[src/rtl/id_ex_stage.sv]
// ID/EX pipeline register: captures operands (with write-back bypass) and decoded
// fields, inserts load-use bubbles, and applies branch flush and downstream stall.
module id_ex_stage #(
    parameter int XLEN  = 32,
    parameter int CTRLW = 16,
    parameter int CNTW  = 16
) (
    input  logic             clk,
    input  logic             rst,
    input  logic             id_valid,
    input  logic [XLEN-1:0]  id_pc,
    input  logic [4:0]       id_rs1,
    input  logic [4:0]       id_rs2,
    input  logic             id_use_rs1,
    input  logic             id_use_rs2,
    input  logic [4:0]       id_rd,
    input  logic [XLEN-1:0]  id_imm,
    input  logic [CTRLW-1:0] id_ctrl,
    input  logic             id_mem_read,
    input  logic [XLEN-1:0]  rf_rd1,
    input  logic [XLEN-1:0]  rf_rd2,
    input  logic             wb_we,
    input  logic [4:0]       wb_rd,
    input  logic [XLEN-1:0]  wb_data,
    input  logic             flush,
    input  logic             ex_stall,
    output logic             stall_out,
    output logic             ex_valid,
    output logic [XLEN-1:0]  ex_pc,
    output logic [XLEN-1:0]  ex_imm,
    output logic [4:0]       ex_rs1,
    output logic [4:0]       ex_rs2,
    output logic [4:0]       ex_rd,
    output logic [CTRLW-1:0] ex_ctrl,
    output logic             ex_mem_read,
    output logic [XLEN-1:0]  ex_op1,
    output logic [XLEN-1:0]  ex_op2,
    output logic [CNTW-1:0]  bubble_cnt,
    output logic [CNTW-1:0]  flush_cnt
);

    logic             valid_q, valid_d;
    logic [XLEN-1:0]  pc_q, pc_d, imm_q, imm_d;
    logic [4:0]       rs1_q, rs1_d, rs2_q, rs2_d, rd_q, rd_d;
    logic [CTRLW-1:0] ctrl_q, ctrl_d;
    logic             mem_read_q, mem_read_d;
    logic [XLEN-1:0]  op1_q, op1_d, op2_q, op2_d;
    logic [CNTW-1:0]  bubble_cnt_q, bubble_cnt_d, flush_cnt_q, flush_cnt_d;

    logic             lu;
    logic [XLEN-1:0]  op1_n, op2_n;

    // Register file writes on the edge, so a same-cycle write-back must be forwarded.
    always_comb begin
        op1_n = rf_rd1;
        if (id_rs1 == 5'd0)
            op1_n = '0;
        else if (wb_we && wb_rd == id_rs1)
            op1_n = wb_data;
        op2_n = rf_rd2;
        if (id_rs2 == 5'd0)
            op2_n = '0;
        else if (wb_we && wb_rd == id_rs2)
            op2_n = wb_data;
    end

    assign lu = id_valid && valid_q && mem_read_q && (rd_q != 5'd0) &&
                ((id_use_rs1 && rd_q == id_rs1) || (id_use_rs2 && rd_q == id_rs2));

    assign stall_out = ex_stall || (lu && !flush);

    always_comb begin
        valid_d      = valid_q;
        pc_d         = pc_q;
        imm_d        = imm_q;
        rs1_d        = rs1_q;
        rs2_d        = rs2_q;
        rd_d         = rd_q;
        ctrl_d       = ctrl_q;
        mem_read_d   = mem_read_q;
        op1_d        = op1_q;
        op2_d        = op2_q;
        bubble_cnt_d = bubble_cnt_q;
        flush_cnt_d  = flush_cnt_q;
        if (ex_stall && !flush) begin
            // Held operands keep tracking write-backs so they are current when the stall lifts.
            if (wb_we && wb_rd != 5'd0) begin
                if (wb_rd == rs1_q) op1_d = wb_data;
                if (wb_rd == rs2_q) op2_d = wb_data;
            end
        end else begin
            valid_d    = id_valid && !flush && !lu;
            pc_d       = id_pc;
            imm_d      = id_imm;
            rs1_d      = id_rs1;
            rs2_d      = id_rs2;
            rd_d       = id_rd;
            ctrl_d     = id_ctrl;
            mem_read_d = id_mem_read;
            op1_d      = op1_n;
            op2_d      = op2_n;
            if (!valid_d) begin
                rd_d       = 5'd0;
                ctrl_d     = '0;
                mem_read_d = 1'b0;
            end
            if (flush && id_valid && flush_cnt_q != '1)
                flush_cnt_d = flush_cnt_q + CNTW'(1);
            if (!flush && lu && bubble_cnt_q != '1)
                bubble_cnt_d = bubble_cnt_q + CNTW'(1);
        end
    end

    always_ff @(posedge clk or posedge rst) begin
        if (rst) begin
            valid_q      <= 1'b0;
            pc_q         <= '0;
            imm_q        <= '0;
            rs1_q        <= '0;
            rs2_q        <= '0;
            rd_q         <= '0;
            ctrl_q       <= '0;
            mem_read_q   <= 1'b0;
            op1_q        <= '0;
            op2_q        <= '0;
            bubble_cnt_q <= '0;
            flush_cnt_q  <= '0;
        end else begin
            valid_q      <= valid_d;
            pc_q         <= pc_d;
            imm_q        <= imm_d;
            rs1_q        <= rs1_d;
            rs2_q        <= rs2_d;
            rd_q         <= rd_d;
            ctrl_q       <= ctrl_d;
            mem_read_q   <= mem_read_d;
            op1_q        <= op1_d;
            op2_q        <= op2_d;
            bubble_cnt_q <= bubble_cnt_d;
            flush_cnt_q  <= flush_cnt_d;
        end
    end

    assign ex_valid    = valid_q;
    assign ex_pc       = pc_q;
    assign ex_imm      = imm_q;
    assign ex_rs1      = rs1_q;
    assign ex_rs2      = rs2_q;
    assign ex_rd       = rd_q;
    assign ex_ctrl     = ctrl_q;
    assign ex_mem_read = mem_read_q;
    assign ex_op1      = op1_q;
    assign ex_op2      = op2_q;
    assign bubble_cnt  = bubble_cnt_q;
    assign flush_cnt   = flush_cnt_q;

endmodule
[config.mk]
export PLATFORM = sky130hd
export DESIGN_NAME = id_ex_stage
export DESIGN_NICKNAME = d
export VERILOG_FILES = /design/src/rtl/id_ex_stage.sv
export SDC_FILE = /design/constraint.sdc
export NUM_CORES = 1
export LEC_CHECK = 0
export CAP_MARGIN = 10
export CORE_AREA = 3 3 152 154
export CTS_CLUSTER_SIZE = 30
export DETAILED_ROUTE_END_ITERATION = 16
export DIE_AREA = 0 0 155 157
export GPL_TIMING_DRIVEN = 0
export PLACE_DENSITY = 0.9
export SYNTH_ARGS = -nofsm -noshare
export SYNTH_HDL_FRONTEND = slang
export SYNTH_SLANG_ARGS = --single-unit
[constraint.sdc]
create_clock -name clk -period 11.4 [get_ports clk]
set_input_delay 2.28 -clock clk [delete_from_list [all_inputs] [get_ports clk]]
set_output_delay 2.28 -clock clk [all_outputs]
set_load 0.01 [all_outputs]
Word level (Yosys, flattened, before mapping)
Index checks and enable logic that the tools add are counted.

word-level totals
  bits of input ports = 205
  output and inout port bits = 194
  memory bits (writable) = 0
  logic and storage cells = 67
  flip-flop bits (word level) = 193
  memories kept = 0
  bits in latches = 0
  bits in read-only memories = 0

operators by class
  order comparisons = 0
  mux-type cells = 13
  $mul = 0
  bitwise operators = 1
  reduce and logical (&&, ||, !) cells = 28
  shift operators = 0
  add/subtract/negate cells = 2
  divide/modulo/power cells = 0
  eq/ne operators = 11

operators with widths
  cell                                                   number
  2-to-1 mux 32 bit                                      10
  adder 16 x 1 -> 16 bit, second input constant          2
  inequality test 16 bit, second input constant          2
  == test 5 bit                                          6
  logical AND 1 bit                                      16
  2-to-1 mux 16 bit                                      1
  logical NOT 5 bit                                      2
  nonzero test 5 bit                                     2
  AND reduction 2 bit                                    4
  inequality test 2 x 1 -> 1 bit, second input constant  3
  2-to-1 mux 5 bit                                       1
  logical NOT 1 bit                                      2
  logical OR 1 bit                                       2
  2-to-1 mux 1 bit                                       1
  NOT 1 bit                                              1

Logic depth before layout (Yosys ltp)
  depth in word-level cells = 7
  mapped depth = 8
  mapped depth without buffers = 6

Least setup slack after synthesis
No wires, ideal clock.

  path kind = input-to-output
  from = in id_rs1[4]
  to = out stall_out
  cell stages on the path = 6
  slack = 5,605 ps
  buffers on the path = 1
  required time = 9,120 ps
  arrival time = 3,515 ps
  path through = xnor2_1 -> nand4_1 -> o22ai_1 -> clkbuf_1 -> nand2_1 -> o21bai_1

between the ends
  longest elaborated chain between the ends = 6

RTL lines
  element             line  source
  start: declaration  12    input logic [4:0] id_rs1,
  == test 5 bit       68    ((id_use_rs1 && rd_q == id_rs1) || (id_use_rs2 && rd_q == id_rs2));
  logical AND 1 bit   68
  logical OR 1 bit    68
  logical AND 1 bit   67    assign lu = id_valid && valid_q && mem_read_q && (rd_q != 5'd0) &&
  logical AND 1 bit   70    assign stall_out = ex_stall || (lu && !flush);
  logical OR 1 bit    70
  end: declaration    27    output logic stall_out,

Every way passes these cells.

Final worst setup path
  from = in id_rs2[0]
  to = out stall_out

between the ends
  longest elaborated chain between the ends = 6

RTL lines
  element             line  source
  start: declaration  13    input logic [4:0] id_rs2,
  == test 5 bit       68
  logical AND 1 bit   68
  logical OR 1 bit    68
  logical AND 1 bit   67
  logical AND 1 bit   70
  logical OR 1 bit    70

Every way passes these cells.

==> run metrics <==
# hold bufs at CTS=0; die footprint=roughly 0.024 mm2; Iteration-0 DRC Markers=573; Pre-antenna DRT Iters=8; largest net degree at the start of global routing=between 100 and 150; Rel. slew slack=around 34%; most common flop cell mapped by yosys=dfrtp_1; Synth top area share=approximately half; DRC Markers=0; Pleak=0.00585 uW; vias in the first global route=~9,300; Yosys Warn Count=0; core region area=~0.022 mm2; synth unique cells=45; Period Utilization, post-route=65.4%; H-Tree Depth=4; Via Count=8,750; Post-synth ARST share=100%; WL per Instance=between 20 and 25 um; Startpoint Class=input port; peak fanout along the critical path=10; Fmax=around 130 MHz; HP Class=flop to flop; hold path start=ex_imm[20]$_DFFE_PP0N_; slowest CP cell=o22ai_1; CTS tree=yes; Crit. path cell count=8; Worst Setup SP=id_rs2[0]; Yosys top cell by area=dfrtp_1; worst path bufs/invs=3; Ant. Diodes=0; via/cell ratio=between 5 and 6; Worst EP required=~9 ns; Worst setup EP type=primary output; # clock sinks=approximately 190; GRT Util Overall=between 20% and 30%; cts repair resizes=0; postcts setup bufs=0; final worst slack=3.94 ns; Initial Util=roughly 44%; RSZ-0062 raised after global routing=false; cell area after synthesis=0.00965 mm2; Routability Congestion=approximately 0.95; Tmin final=between 7 and 8 ns; Synth Net Count=approximately 1,100; Reg2Reg Depth=6; clock buffer depth=2; DP HPWL=about 25 mm; top cells by area, synth=dfrtp_1 50%, a32oi_2 10%, mux2_2 9.0%; worst skew pair latency=between 0.4 and 0.5 ns; CTS clk-pin slew, worst paths=approximately 0.07 ns; Crit Path Category=input port to primary output; EDFF count, synth=0; Seq/Total Area, Yosys=approximately half; CP arrival=between 5 and 6 ns; outcome=complete, no violations; max-slew violations=0; Worst Skew=about 0.016 ns; # rows=54; clock buffers created by TritonCTS=17; CP dominant cell by count=clkdlybuf4s50_1; pre-CTS setup slack=~4.1 ns; Die Ht=about 160 um; Antenna Nets Post-Route=0; post-synthesis cell count=855; Design Power=around 1800 uW; nets=~1,500; Hold Path Cell Cnt=1; antenna violations before repair=0; flops & latches, synth=between 150 and 200; worst-margin pin slew=~0.98 ns; Fin. Hold Viols=0; Sum Neg Setup Slack=0 ns; Setup-failing EPs final=0; Peak VDD IR=0.105 mV; root buffer cell=clkbuf_16; CP Cell Sequence=clkdlybuf4s50_1 -> xnor2_1 -> nand4_1 -> o22ai_1 -> clkbuf_1 -> nand2_1 -> o21bai_1 -> clkdlybuf4s50_1; layout cells sized above 1=between 10% and 20%; max-cap violations=0; first-pass GRT wire length=~51 mm; Port-buffer cells=roughly 390; Die W=approximately 160 um; pwr dens=126 mW/mm2; Critical Path Max Stage Delay=between 0.6 and 0.7 ns; IO Count=roughly 400; gr ovfl total=0; Post-Syn Area per Cell=~11 um2; R2R Path Start=ex_rd[2]$_DFFE_PP0N_; area grow syn2layout=51.1%; WL final=between 30 and 40 mm; family with the most delay on the worst path=buffers and inverters
path summary, 6_finish.rpt:
check | end | slack, ns
max in group asynchronous | ex_rs1[0]$_DFFE_PP0N_ | 8.10
max reg2reg | bubble_cnt[2]$_DFFE_PP0P_ | 8.95
min in group asynchronous | ex_op1[3]$_DFFE_PP0P_ | 2.32
min | ex_imm[20]$_DFFE_PP0N_ | 0.51
min reg2reg | ex_imm[20]$_DFFE_PP0N_ | 0.51
max | stall_out | 3.94
synthesized netlist by cell type, types with 2 or more instances:
cell type / instances
mux2_2: 77
and2_1: 4
buf_1: 5
dfrtp_1: 193
or2_2: 2
inv_1: 68
buf_4: 3
or4_4: 2
o21ai_0: 66
nand3_1: 145
xnor2_1: 40
nor3_1: 4
nor4_1: 2
or4_1: 2
buf_6: 11
a32oi_2: 60
xor2_1: 17
ha_1: 2
and3_1: 9
a22o_1: 22
nor2b_1: 2
a21oi_2: 2
a32oi_1: 4
clkbuf_1: 32
nor2_1: 14
a21oi_1: 2
buf_2: 16
nand2_1: 16
nand4_1: 17
state kept, by name (all words and copies together) (netlist names):
name / cells
ex_rs1: 5
ex_imm: 32
ex_pc: 32
ex_op1: 32
ex_ctrl: 16
ex_rs2: 5
ex_valid: 1
ex_rd: 5
ex_mem_read: 1
ex_op2: 32
bubble_cnt: 16
flush_cnt: 16
stage by stage:
step	util, %	instances	hold WS [ns]	instance area [um2]
finish	66.8	1561	0.507	14600
floorplan	-	855	0.519	9650
global placement	63.8	1528	0.487	13900
detailed placement	64.0	1529	0.492	14000
CTS	66.8	1561	0.509	14600
global route	66.8	1561	0.519	14600
worst reg2reg max path: cells and delay by family (launching register included):
kind / cells / cell delay [ns]
xor gates and xnor gates: 2 / 0.43
buffers and inverters: 1 / 0.42
AOI/OAI and AO/OA: 1 / 0.69
and+or+nand+nor: 2 / 0.31
DFF: 1 / 0.51
cells by family after synthesis:
kind of cell / Yosys count / share of synthesized area (%)
buf+inv: 136 / 6.47
compound gates: 163 / 16.7
xor+xnor: 57 / 5.17
simple gates: 226 / 12.2
fa+ha+maj: 2 / 0.259
flops: 193 / 50.1
mux: 78 / 9.10
placed cells by master (no fill, tap or decap), types with 11 or more instances in the layout:
| cell type | netlist | final |
|---|---|---|
| clkbuf_1 | 32 | 32 |
| buf_2 | 16 | 16 |
| nand2_1 | 16 | 16 |
| nand3_1 | 145 | 145 |
| mux2_2 | 77 | 77 |
| o21ai_0 | 66 | 66 |
| clkbuf_16 | 0 | 17 |
| dfrtp_1 | 193 | 193 |
| a32oi_2 | 60 | 60 |
| xnor2_1 | 40 | 40 |
| a22o_1 | 22 | 22 |
| buf_6 | 11 | 11 |
| nor2_1 | 14 | 14 |
| xor2_1 | 17 | 17 |
| inv_1 | 68 | 67 |
| clkdlybuf4s50_1 | 0 | 393 |
| nand4_1 | 17 | 17 |
report_power, final:
part           switching, uW  leakage, uW  internal [uW]  total (uW)
clock network            317     0.000286            300         616
logic                    186      0.00319            243         429
registers               46.6      0.00237            744         791
metal layers:
layer / global-route usage [%] / part of all wire [%] / up-vias / wire length (um)
met3: 8.96 / 10 / 72 / 3400
met5: 0 / 0 / - / 0
met4: 9.71 / 3.2 / 0 / 1050
li1: - / - / 3915 / -
met2: 46.1 / 49 / 487 / 16300
met1: 30.2 / 37 / 4276 / 12200
final cells by class:
class / count / area, um2
Sequential cell: 193 / 4830
Tap cell: 280 / 350
Multi-Input combinational cell: 526 / 4190
Clock buffer: 17 / 425
Fill cell: 1559 / 7240
Inverter: 69 / 267
Buffer: 67 / 365
Timing Repair Buffer: 394 / 3960
Clock inverter: 15 / 188
Note: power is estimated with default switching activity, not from simulation.
